**config.mk**
```make
export PLATFORM = sky130hd
export DESIGN_NAME = wb_write_arbiter
export DESIGN_NICKNAME = d
export VERILOG_FILES = /design/src/rtl/wb_write_arbiter_pkg.sv /design/src/rtl/wb_write_arbiter_data_select.sv /design/src/rtl/wb_write_arbiter.sv
export SDC_FILE = /design/constraint.sdc
export NUM_CORES = 1
export LEC_CHECK = 0
export ABC_AREA = 1
export CAP_MARGIN = 20
export CORE_UTILIZATION = 36
export CTS_BUF_LIST = sky130_fd_sc_hd__clkbuf_4 sky130_fd_sc_hd__clkbuf_8
export DETAILED_ROUTE_END_ITERATION = 16
export DONT_BUFFER_PORTS = 1
export RECOVER_POWER = 50
export SETUP_SLACK_MARGIN = 0.1
export SLEW_MARGIN = 20
export SYNTH_ARGS = -nofsm -noshare
export SYNTH_HDL_FRONTEND = slang
export SYNTH_HIERARCHICAL = 1
export SYNTH_SLANG_ARGS = --single-unit
```
**constraint.sdc**
```tcl
create_clock -name clk -period 8.33 [get_ports clk]
set_input_delay 0.4165 -clock clk [delete_from_list [all_inputs] [get_ports clk]]
set_output_delay 0.4165 -clock clk [all_outputs]
set_load 0.1 [all_outputs]
```
**src/rtl/wb_write_arbiter_pkg.sv**
```systemverilog
// Shared definitions for the writeback arbiter: register constants,
// the pending-write entry layout and the default JAL link offset.
package wb_write_arbiter_pkg;

   localparam logic [4:0]  REG_ZERO        = 5'd0;
   localparam logic [4:0]  REG_RA          = 5'd31;
   localparam logic [31:0] LINK_OFFSET_DEF = 32'd8;

   typedef struct packed {
      logic [4:0]  rd;
      logic [31:0] data;
   } wb_entry_t;

endpackage

```
**src/rtl/wb_write_arbiter_data_select.sv**
```systemverilog
// Per-lane writeback data mux (JAL link > load > ALU) and request qualification.
// Writes to $0 are never valid.
module wb_data_select
   import wb_write_arbiter_pkg::*;
#(
   parameter logic [31:0] LINK_OFFSET = LINK_OFFSET_DEF
)(
   input  logic        regwrite,
   input  logic [4:0]  dest,
   input  logic [31:0] alu,
   input  logic [31:0] rdata,
   input  logic [31:0] pc,
   input  logic        jal,
   input  logic        memtoreg,
   output logic        valid,
   output wb_entry_t   ent
);

   always_comb begin
      ent.rd = dest;
      if (jal)
         ent.data = pc + LINK_OFFSET;
      else if (memtoreg)
         ent.data = rdata;
      else
         ent.data = alu;
   end

   assign valid = regwrite && (dest != REG_ZERO);

endmodule

```
**src/rtl/wb_write_arbiter.sv**
```systemverilog
// Merges two writeback lanes onto one register-file write port through an
// in-order pending queue, with stall and two pending-write lookup ports.
module wb_write_arbiter
   import wb_write_arbiter_pkg::*;
#(
   parameter int          DEPTH       = 4,
   parameter logic [31:0] LINK_OFFSET = LINK_OFFSET_DEF
)(
   input  logic        clk,
   input  logic        Reset,
   input  logic        wb0_regwrite,
   input  logic [4:0]  wb0_reg,
   input  logic [31:0] wb0_alu,
   input  logic [31:0] wb0_rdata,
   input  logic [31:0] wb0_pc,
   input  logic        wb0_jal,
   input  logic        wb0_memtoreg,
   input  logic        wb1_regwrite,
   input  logic [4:0]  wb1_reg,
   input  logic [31:0] wb1_alu,
   input  logic [31:0] wb1_rdata,
   input  logic [31:0] wb1_pc,
   input  logic        wb1_jal,
   input  logic        wb1_memtoreg,
   output logic        stall,
   output logic        rf_we,
   output logic [4:0]  rf_waddr,
   output logic [31:0] rf_wdata,
   input  logic [4:0]  lka_reg,
   input  logic [4:0]  lkb_reg,
   output logic        lka_hit,
   output logic        lkb_hit,
   output logic [31:0] lka_data,
   output logic [31:0] lkb_data
);

   localparam int AW = $clog2(DEPTH);
   localparam int CW = AW + 1;
   localparam logic [CW-1:0] FULL = CW'(DEPTH);

   wb_entry_t     q [DEPTH];
   logic [AW-1:0] head, tail;
   logic [CW-1:0] count;

   logic          v0, v1, take0, take1, pop, out_we;
   wb_entry_t     e0, e1, first, out_e, push_a, push_b;
   logic [1:0]    n_in, push_n;

   wb_data_select #(.LINK_OFFSET(LINK_OFFSET)) u_sel0 (
      .regwrite(wb0_regwrite), .dest(wb0_reg), .alu(wb0_alu), .rdata(wb0_rdata),
      .pc(wb0_pc), .jal(wb0_jal), .memtoreg(wb0_memtoreg), .valid(v0), .ent(e0)
   );

   wb_data_select #(.LINK_OFFSET(LINK_OFFSET)) u_sel1 (
      .regwrite(wb1_regwrite), .dest(wb1_reg), .alu(wb1_alu), .rdata(wb1_rdata),
      .pc(wb1_pc), .jal(wb1_jal), .memtoreg(wb1_memtoreg), .valid(v1), .ent(e1)
   );

   assign stall = (count == FULL);

   // With an empty queue the oldest incoming write goes straight to the
   // output register, which is equivalent to push-then-pop in one cycle.
   always_comb begin
      take0  = v0 && !(v1 && (e0.rd == e1.rd)) && !stall;
      take1  = v1 && !stall;
      first  = take0 ? e0 : e1;
      n_in   = {1'b0, take0} + {1'b0, take1};
      pop    = (count != '0);
      out_we = 1'b0;
      out_e  = q[head];
      push_n = '0;
      push_a = first;
      push_b = e1;
      if (pop) begin
         out_we = 1'b1;
         push_n = n_in;
      end else if (n_in != 2'd0) begin
         out_we = 1'b1;
         out_e  = first;
         push_n = n_in - 2'd1;
         push_a = e1;
      end
   end

   always_ff @(posedge clk or posedge Reset) begin
      if (Reset) begin
         count    <= '0;
         head     <= '0;
         tail     <= '0;
         rf_we    <= 1'b0;
         rf_waddr <= '0;
         rf_wdata <= '0;
      end else begin
         rf_we <= out_we;
         if (out_we) begin
            rf_waddr <= out_e.rd;
            rf_wdata <= out_e.data;
         end
         head  <= head + AW'(pop);
         tail  <= tail + AW'(push_n);
         count <= count + CW'(push_n) - CW'(pop);
      end
   end

   // Queue storage carries no reset; occupancy is tracked by count alone.
   always_ff @(posedge clk) begin
      if (push_n != 2'd0) q[tail] <= push_a;
      if (push_n == 2'd2) q[tail + AW'(1)] <= push_b;
   end

   logic [1:0][4:0]  lk_reg;
   logic [1:0]       lk_hit;
   logic [1:0][31:0] lk_data;

   assign lk_reg = {lkb_reg, lka_reg};

   // Scan oldest to youngest so the youngest match overwrites earlier ones.
   always_comb begin
      lk_hit  = '0;
      lk_data = '0;
      for (int p = 0; p < 2; p++) begin
         if (lk_reg[p] != REG_ZERO) begin
            if (rf_we && (rf_waddr == lk_reg[p])) begin
               lk_hit[p]  = 1'b1;
               lk_data[p] = rf_wdata;
            end
            for (int i = 0; i < DEPTH; i++) begin
               if ((CW'(i) < count) && (q[head + AW'(i)].rd == lk_reg[p])) begin
                  lk_hit[p]  = 1'b1;
                  lk_data[p] = q[head + AW'(i)].data;
               end
            end
         end
      end
   end

   assign lka_hit  = lk_hit[0];
   assign lkb_hit  = lk_hit[1];
   assign lka_data = lk_data[0];
   assign lkb_data = lk_data[1];

endmodule

```
# == Yosys cells after proc, flatten, opt, wreduce, memory -nomap -nowiden ==
# Memories as Yosys holds them, arrays and structs flattened.
# Index checks and enable logic that the tools add are counted.
# word_totals
reg_bits,45
mem_bits_rw,148
input_bits,220
output_inout_bits,105
word_cells,102
mem_count,1
# op_classes
addsub,12
order_cmp,4
eq_ne,13
n_mux,41
reduce_logical,25
# mem_list
name,words,word_bits,rd,rd_clocked_by_memory_dff,write_ports,line_no,rtl
q,4,37,4,0,2,wb_write_arbiter.sv:41,wb_entry_t q [DEPTH];
# op_table
cell,count
$mux 32,16
$mux 37,5
$add 32x4->32 const B,2
$eq 5x5->1,11
$reduce_bool 5->1,4
$mux 1,18
$logic_and 1x1->1,16
$lt 1x3->1 const A,2
$lt 2x3->1 const A,2
$add 2x1->2 const B,2
$add 2x2->2 const B,2
$mux 2,2
$reduce_bool 2->1,2
$add 3x2->3,1
$eq 3x3->1 const B,1
$reduce_bool 3->1,1
$sub 3x1->3,1
$add 1x1->2,1
$add 2x1->2,1
$add 2x2->2,1
$eq 2x2->1 const B,1
$logic_not 1->1,2
$sub 2x1->2 const B,1

# == Logic depth before layout (Yosys ltp) ==
# Gate-level depths: netlist (run 1).
# logic_depth
depth_word,13
depth_mapped,19
depth_no_buf,16

# == By module ==
# Netlist (run 1), hierarchy kept.
# by_module_without_submodules
mod,instances,cells_per_inst,area_each_um2,seq_area_each_um2
wb_write_arbiter,1,2734,17205.3,5570.3
wb_data_select,2,329,1574.0,0.0

# == Least setup slack after synthesis (run 1) ==
# Ideal clock, no wire load.
# synth_timing
kind,flip-flop to flip-flop
startpoint,reg count[1]
endpoint,mem q[3][0] (netlist bit) (enable)
setup_ns,0.395
t_arrival_ns,4.272
required_ns,7.935
path_slack_ns,3.664
path_stages_with_launch,16
n_path_buf,2
period_less_slack_ns,4.666
path_cell_list,dfrtp_1 -> inv_1 -> nand2_1 -> nor2_1 -> nor2_1 -> nand2_1 -> buf_1 -> ha_1 -> nor2_1 -> inv_1 -> o21ai_0 -> inv_1 -> nor2_2 -> nand3_1 -> clkbuf_1 -> nand2_1
# synth_rtl
element,line_no,rtl
from (decl),wb_write_arbiter.sv:43,logic [CW-1:0] count;
from (signal assigned),wb_write_arbiter.sv:101,count <= count + CW'(push_n) - CW'(pop);
to (decl),wb_write_arbiter.sv:41,

# == Worst setup path in the final report (run 1) ==
# layout_timing
startpoint,reg count[2]
endpoint,out lka_data[29]
# layout_between
elab_chain_len,7
word_cells_on_any_way,13
# layout_rtl
element,line_no,rtl
$lt 1x3->1,wb_write_arbiter.sv:128,if ((CW'(i) < count) && (q[head + AW'(i)].rd == lk_reg[p])) begin
$logic_and 1x1->1,wb_write_arbiter.sv:128,
$mux 32 (3 in a row),wb_write_arbiter.sv:128,
$mux 32 *,wb_write_arbiter.sv:128,
$mux 32 *,wb_write_arbiter.sv:122,if (lk_reg[p] != REG_ZERO) begin
to (decl),wb_write_arbiter.sv:33,"output logic [31:0] lka_data,"
# Mark *: on every way between the ends. The rest lies on a longest branch, timed or not.

==> metrics.cfg, run 1 <==
[critical_path]
worstSetupPathType = flop to output port
r2r_start = count[2]
startpoint = count[2]
reg2reg_depth = 14
crit_path_end_kind = output port
worst_ep_required_time_ns = 7.91
cp-start-kind = flop
critPathMaxFanout = 45
crit_arrival_ns = 5.69

[drt]
vias = 22100
dr.pass1.iters = 6
ant_nets = 0
drc_errors = 0
avgRoutedWirePerCell_um = 20.2
wl_um = 81000
vias_per_cell = 5.51
drt-initial-drc-count = 3001

[clocking]
cts_buffers = 17
cts_tree = yes
cts_root_buf = clkbuf_8
insertion_delay_ns = 0.52
cts_max_level = 4
cts_buffer_depth = 2
clk_pin_slew_ns = 0.13
clkSinkCount = 193
cts_resized = 0

[final_layout]
syn_to_final_growth_pct = 5.50
num-nets-final = 3475
final_cell_mix = nand2_1 (963), o21ai_0 (498), nor2_1 (433)
drive_above_1_share_pct = 7.77
final_common_cell = nand2_1

[hold_path]
hold_start = wb1_reg[1]
hold_path.class = input pin to flop
hold_depth = 2

[grt]
track_usage_pct = 27.8
grt_pass1_wl_um = 121000
grt_pass1_vias = 18900
grt_max_degree = 125
grt.overflow.total = 0
grt_antenna_before_repair = 8

[sta]
tns_ns = 0
skew_ns = 0.0255
final.min_clock_period_ns = 6.11
slew_headroom_pct = -115
tightest_slew_ns = 3.23
hold_viol = 0
rsz0062_at_grt = false
setup_viol = 0
hold_ws_ns = 0.210
slew_violations = 137
fmax_mhz = 164
period_share_pct = 73.3

[status]
run_status = finished with violations
violations = capacitance limit, slew limit

[yosys]
synth_cell_types = 49
syn_area_mm2 = 0.0204
avgSynthCellArea_um2 = 6.00
syn_inst = 3392
syn_nets = 3622
yosysSeqAreaShare_pct = 27.4
synth_warnings = 6
ys_ff_latch = 193

[placement]
dp_hpwl_um = 62600
gp_congestion = 0.963
io_buffer_count = 0

[floorplan]
core_area_mm2 = 0.0555
die_w_um = 240
pin_count = 325
die_y_um = 240
start_util_pct = 36.7
die_area_mm2 = 0.0575
rows = 86

[flow_run]
maxCapViolations = 4

worst max-delay path: stages, from the launching register on:
cell      delay (ns)
dfrtp_1         0.53
nor2_1          0.12
nand2_1         0.07
clkbuf_1        1.25
nand2_1         0.18
nor2_2          0.76
nand3_2         1.06
o211ai_1        0.51
nand2_1         0.11
a21oi_2         0.21
buf_4           0.33
per-layer routing:
metal	GRT usage [%]	share of wire, %	vias up
li1	-	-	10900
met1	43.2	47	9857
met2	38.4	40	1265
met3	5.16	11	95
met4	7.23	2.2	0
met5	0	0	-
metrics by stage:
stage                     utilization [%]  setup WS [ns]  cell area (µm²)  std cells
after floorplan                         -           3.66            20400       3392
after detailed placement             37.9           3.12            21000       3973
after CTS                            38.6           2.55            21500       4006
after global placement               37.5           3.19            20800       3970
after global routing                 38.7           1.95            21500       4014
final                                38.7           2.22            21500       4014
synth_stat cells (all sizes together):
library cell,number,area [µm²]
mux2i,2,20.0
or2,35,219
inv,285,1070
o221ai,33,289
nor3,4,25.0
nand4,58,363
dfrtp,45,1130
a21oi,103,636
nor4,1,6.26
o21a,1,7.51
buf,131,769
o2bb2ai,2,17.5
o211ai,16,120
xnor2,3,33.8
nand3b,2,15.0
o41ai,2,17.5
a22oi,2,15.0
o22ai,21,131
fa,1,20.0
nand3,385,1940
nand2,984,3760
a31oi,1,6.26
o21ai,512,2570
nor2,477,2020
clkbuf,104,390
edfxtp,148,4440
a22o,1,8.76
clkinv,1,3.75
and2,6,37.5
xor2,17,168
ha,9,113
cell families (layout without fill, tap and decap cells):
kind of cell	count (synthesis)	in the layout	synth area share (%)
AO/OA/AOI/OAI	694	694	18.7
other	0	8	0
flip-flops	193	193	27.4
buffers and inverters	521	387	11.0
XOR/XNOR	20	20	0.990
multiplexers	2	2	0.0984
AND/OR/NAND/NOR	1952	1952	41.2
adder cells (fa/ha/maj)	10	10	0.652
area by class of cell:
type                            count  area, µm²
Antenna cell                        8       20.0
Clock buffer                       18        241
Clock inverter                     14        169
Fill cell                        6093      34100
Inverter                          286       1070
Multi-Input combinational cell   2678      12900
Sequential cell                   193       5570
Tap cell                          748        936
Timing Repair Buffer               69        528
flip-flops by register name (all words and copies together), names as in the netlist:
register / flops
tail: 2
rf_waddr: 5
rf_wdata: 32
q: 148
rf_we: 1
count: 3
head: 2
what timing repair did:
action | in CTS | in global routing
hold endpoints to repair | 24 | 0
hold buffers | 1 | 0
buffers inserted | 0 | 0
worst paths after layout:
check                                to  slack [ns]
min in group asynchronous      count[2]        1.55
min reg2reg                    count[0]        0.60
max in group asynchronous       head[0]        4.49
max                        lka_data[29]        2.22
min                            q[0][33]        0.21
max reg2reg                     q[3][3]        2.53
Power of run 1 is not shown: default switching activity piles up to over one toggle a cycle in this logic, so the estimate is an artifact.
==> run 2: changes to the inputs <==
Clock period 8.33 ns to 5.3 ns, I/O delays scaled along.
==> metrics.cfg, run 2 (synthesis results as in run 1) <==
[drt]
drt-initial-drc-count = 2779  ; -7.4%
avgRoutedWirePerCell_um = 20.0  ; -0.86%
highest_layer = met4
vias_per_cell = 5.50  ; -0.21%
met3_length_um = 8760  ; +0.11%
drc_errors = 0  ; unchanged
route.met2.wl_um = 33500  ; +3.1%
met1Wirelength_um = 37800  ; -0.45%
ant_nets = 0  ; unchanged
dr.pass1.iters = 6  ; unchanged
wl_um = 81100  ; +0.15%
vias = 22300  ; +0.81%

[critical_path]
startpoint = count[2]
max_stage_delay_ns = 1.09  ; -0.16 ns
critPathMaxFanout = 74  ; +64%
crit_path_end_kind = flop
worst_ep_required_time_ns = 5.48  ; -2.43 ns
crit_chain = nand2_1, nor2_2, clkbuf_1, nor2_1, inv_1, ha_1, o21ai_0, nor2_2, nand2_2, clkbuf_2, o21ai_0
reg2reg_depth = 11  ; -3
r2r-end = q[2][25]
crit_family = buffers and inverters
r2r_start = count[2]
cp_slowest_cell = clkbuf_2
worstSetupPathType = flop to flop
cp-start-kind = flop
path_depth = 11  ; +1
cp_num_buf_inv = 3  ; +1
r2r_slack_ns = 0.49  ; -2.04 ns
crit_arrival_ns = 4.99  ; -0.70 ns

[status]
violations = capacitance limit, slew limit
run_status = finished with violations

[grt]
track_usage_pct = 27.6  ; -0.22 points
grt_pass1_vias = 18700  ; -1.2%
grt.overflow.total = 0  ; unchanged
grt_max_degree = 127  ; +1.6%
grt_antenna_before_repair = 8  ; unchanged
grt_pass1_wl_um = 119000  ; -1.0%

[floorplan]
die_area_mm2 = 0.0575  ; unchanged
die_y_um = 240  ; unchanged
start_util_pct = 36.7  ; unchanged
die_w_um = 240  ; unchanged
rows = 86  ; unchanged
core_area_mm2 = 0.0555  ; unchanged
pin_count = 325  ; unchanged

[final_layout]
syn_to_final_growth_pct = 9.95
final_common_cell = nand2_1
drive_above_1_share_pct = 8.85  ; +1.1 points
reg_top3 = q x148, rf_wdata x32, rf_waddr x5
fin_cells = 4055  ; +1.0%
stdcell_area_mm2 = 0.0224  ; +4.2%
final_cell_mix = nand2_1 (965), o21ai_0 (498), nor2_1 (432)
num-nets-final = 3516  ; +1.2%
largest_reg_flops = 148  ; unchanged
regMostFlops = q

[hold_path]
hold_path.class = input pin to flop
hold_depth = 2  ; unchanged
hold_start = wb1_reg[1]
hold_end = q[3][33]

[sta]
hold_viol = 0  ; unchanged
skew_ns = 0.0323  ; +0.00682 ns
setup_viol = 0  ; unchanged
period_share_pct = 90.7
rsz0062_at_grt = false
slew_violations = 158  ; +15%
final.min_clock_period_ns = 4.81
tightest_slew_ns = 3.12  ; -0.109 ns
hold_ws_ns = 0.0686  ; -0.141 ns
slew_headroom_pct = -108  ; +7.3 points
tns_ns = 0  ; unchanged
fmax_mhz = 208

[clocking]
clkSinkCount = 193  ; unchanged
clk_pin_slew_ns = 0.10  ; -0.03 ns
cts_root_buf = clkbuf_8
cts_max_level = 4  ; unchanged
cts_buffers = 17  ; unchanged
insertion_delay_ns = 0.52  ; about the same
cts_tree = yes
cts_buffer_depth = 2  ; unchanged

[flow_run]
maxCapViolations = 3  ; -1

[placement]
dp_hpwl_um = 62500  ; -0.21%
gp_congestion = 0.937  ; -2.8%
io_buffer_count = 0  ; unchanged
postPlaceCellArea_mm2 = 0.0220  ; +4.4%
dp_cells = 4012  ; +0.98%

## run 2: cell count changes in the layout (fill, tap and decap cells not counted), moves of 3 or more
cell      change
a21oi_2      +25
a21oi_4      -25
buf_12       +68
buf_4        -28
clkbuf_2      +3
clkinv_8      -5
nor2_2        +4
nor2_4        -3
## run 2: worst max-delay path by stage
stage,endpoint,slack (ns)
after floorplan,q[3][0],0.63
after global placement,lka_data[29],1.08
after detailed placement,lka_data[28],1.06
after CTS,lka_data[28],0.49
after global routing,q[2][25],0.16
final,q[2][25],0.49
## run 2: what timing repair did
item,4_1_cts,5_1_grt
hold buffers,1,0
endpoints found under the hold margin,45,0
endpoints found under the setup margin,0,4
gates resized for setup,0,1
buffers inserted,0,0
## run 2: stage by stage
stage / util (%) / setup slack [ns]
floorplan: - / 0.634
global placement: 39.5 / 1.08
detailed placement: 39.6 / 1.06
CTS: 40.3 / 0.488
global route: 40.3 / 0.162
finish: 40.3 / 0.495
## run 2: final cells by class
type	count	area (µm²)
fillers	5987	33100
multi-input cells	2678	12700
flip-flops and latches	193	5570
repair buffers	110	1660
inverters	286	1070
well taps	748	936
clock buffers	19	255
clock inverters	13	126
diodes	8	20.0
## run 2: layer usage
| metal | global-route usage (%) | vias up |
|---|---|---|
| met5 | 0 | - |
| met4 | 5.03 | 0 |
| met3 | 6.07 | 56 |
| met2 | 39.7 | 1208 |
| met1 | 41.7 | 10100 |
| li1 | - | 11000 |
Power of run 2 is left out for the same reason.
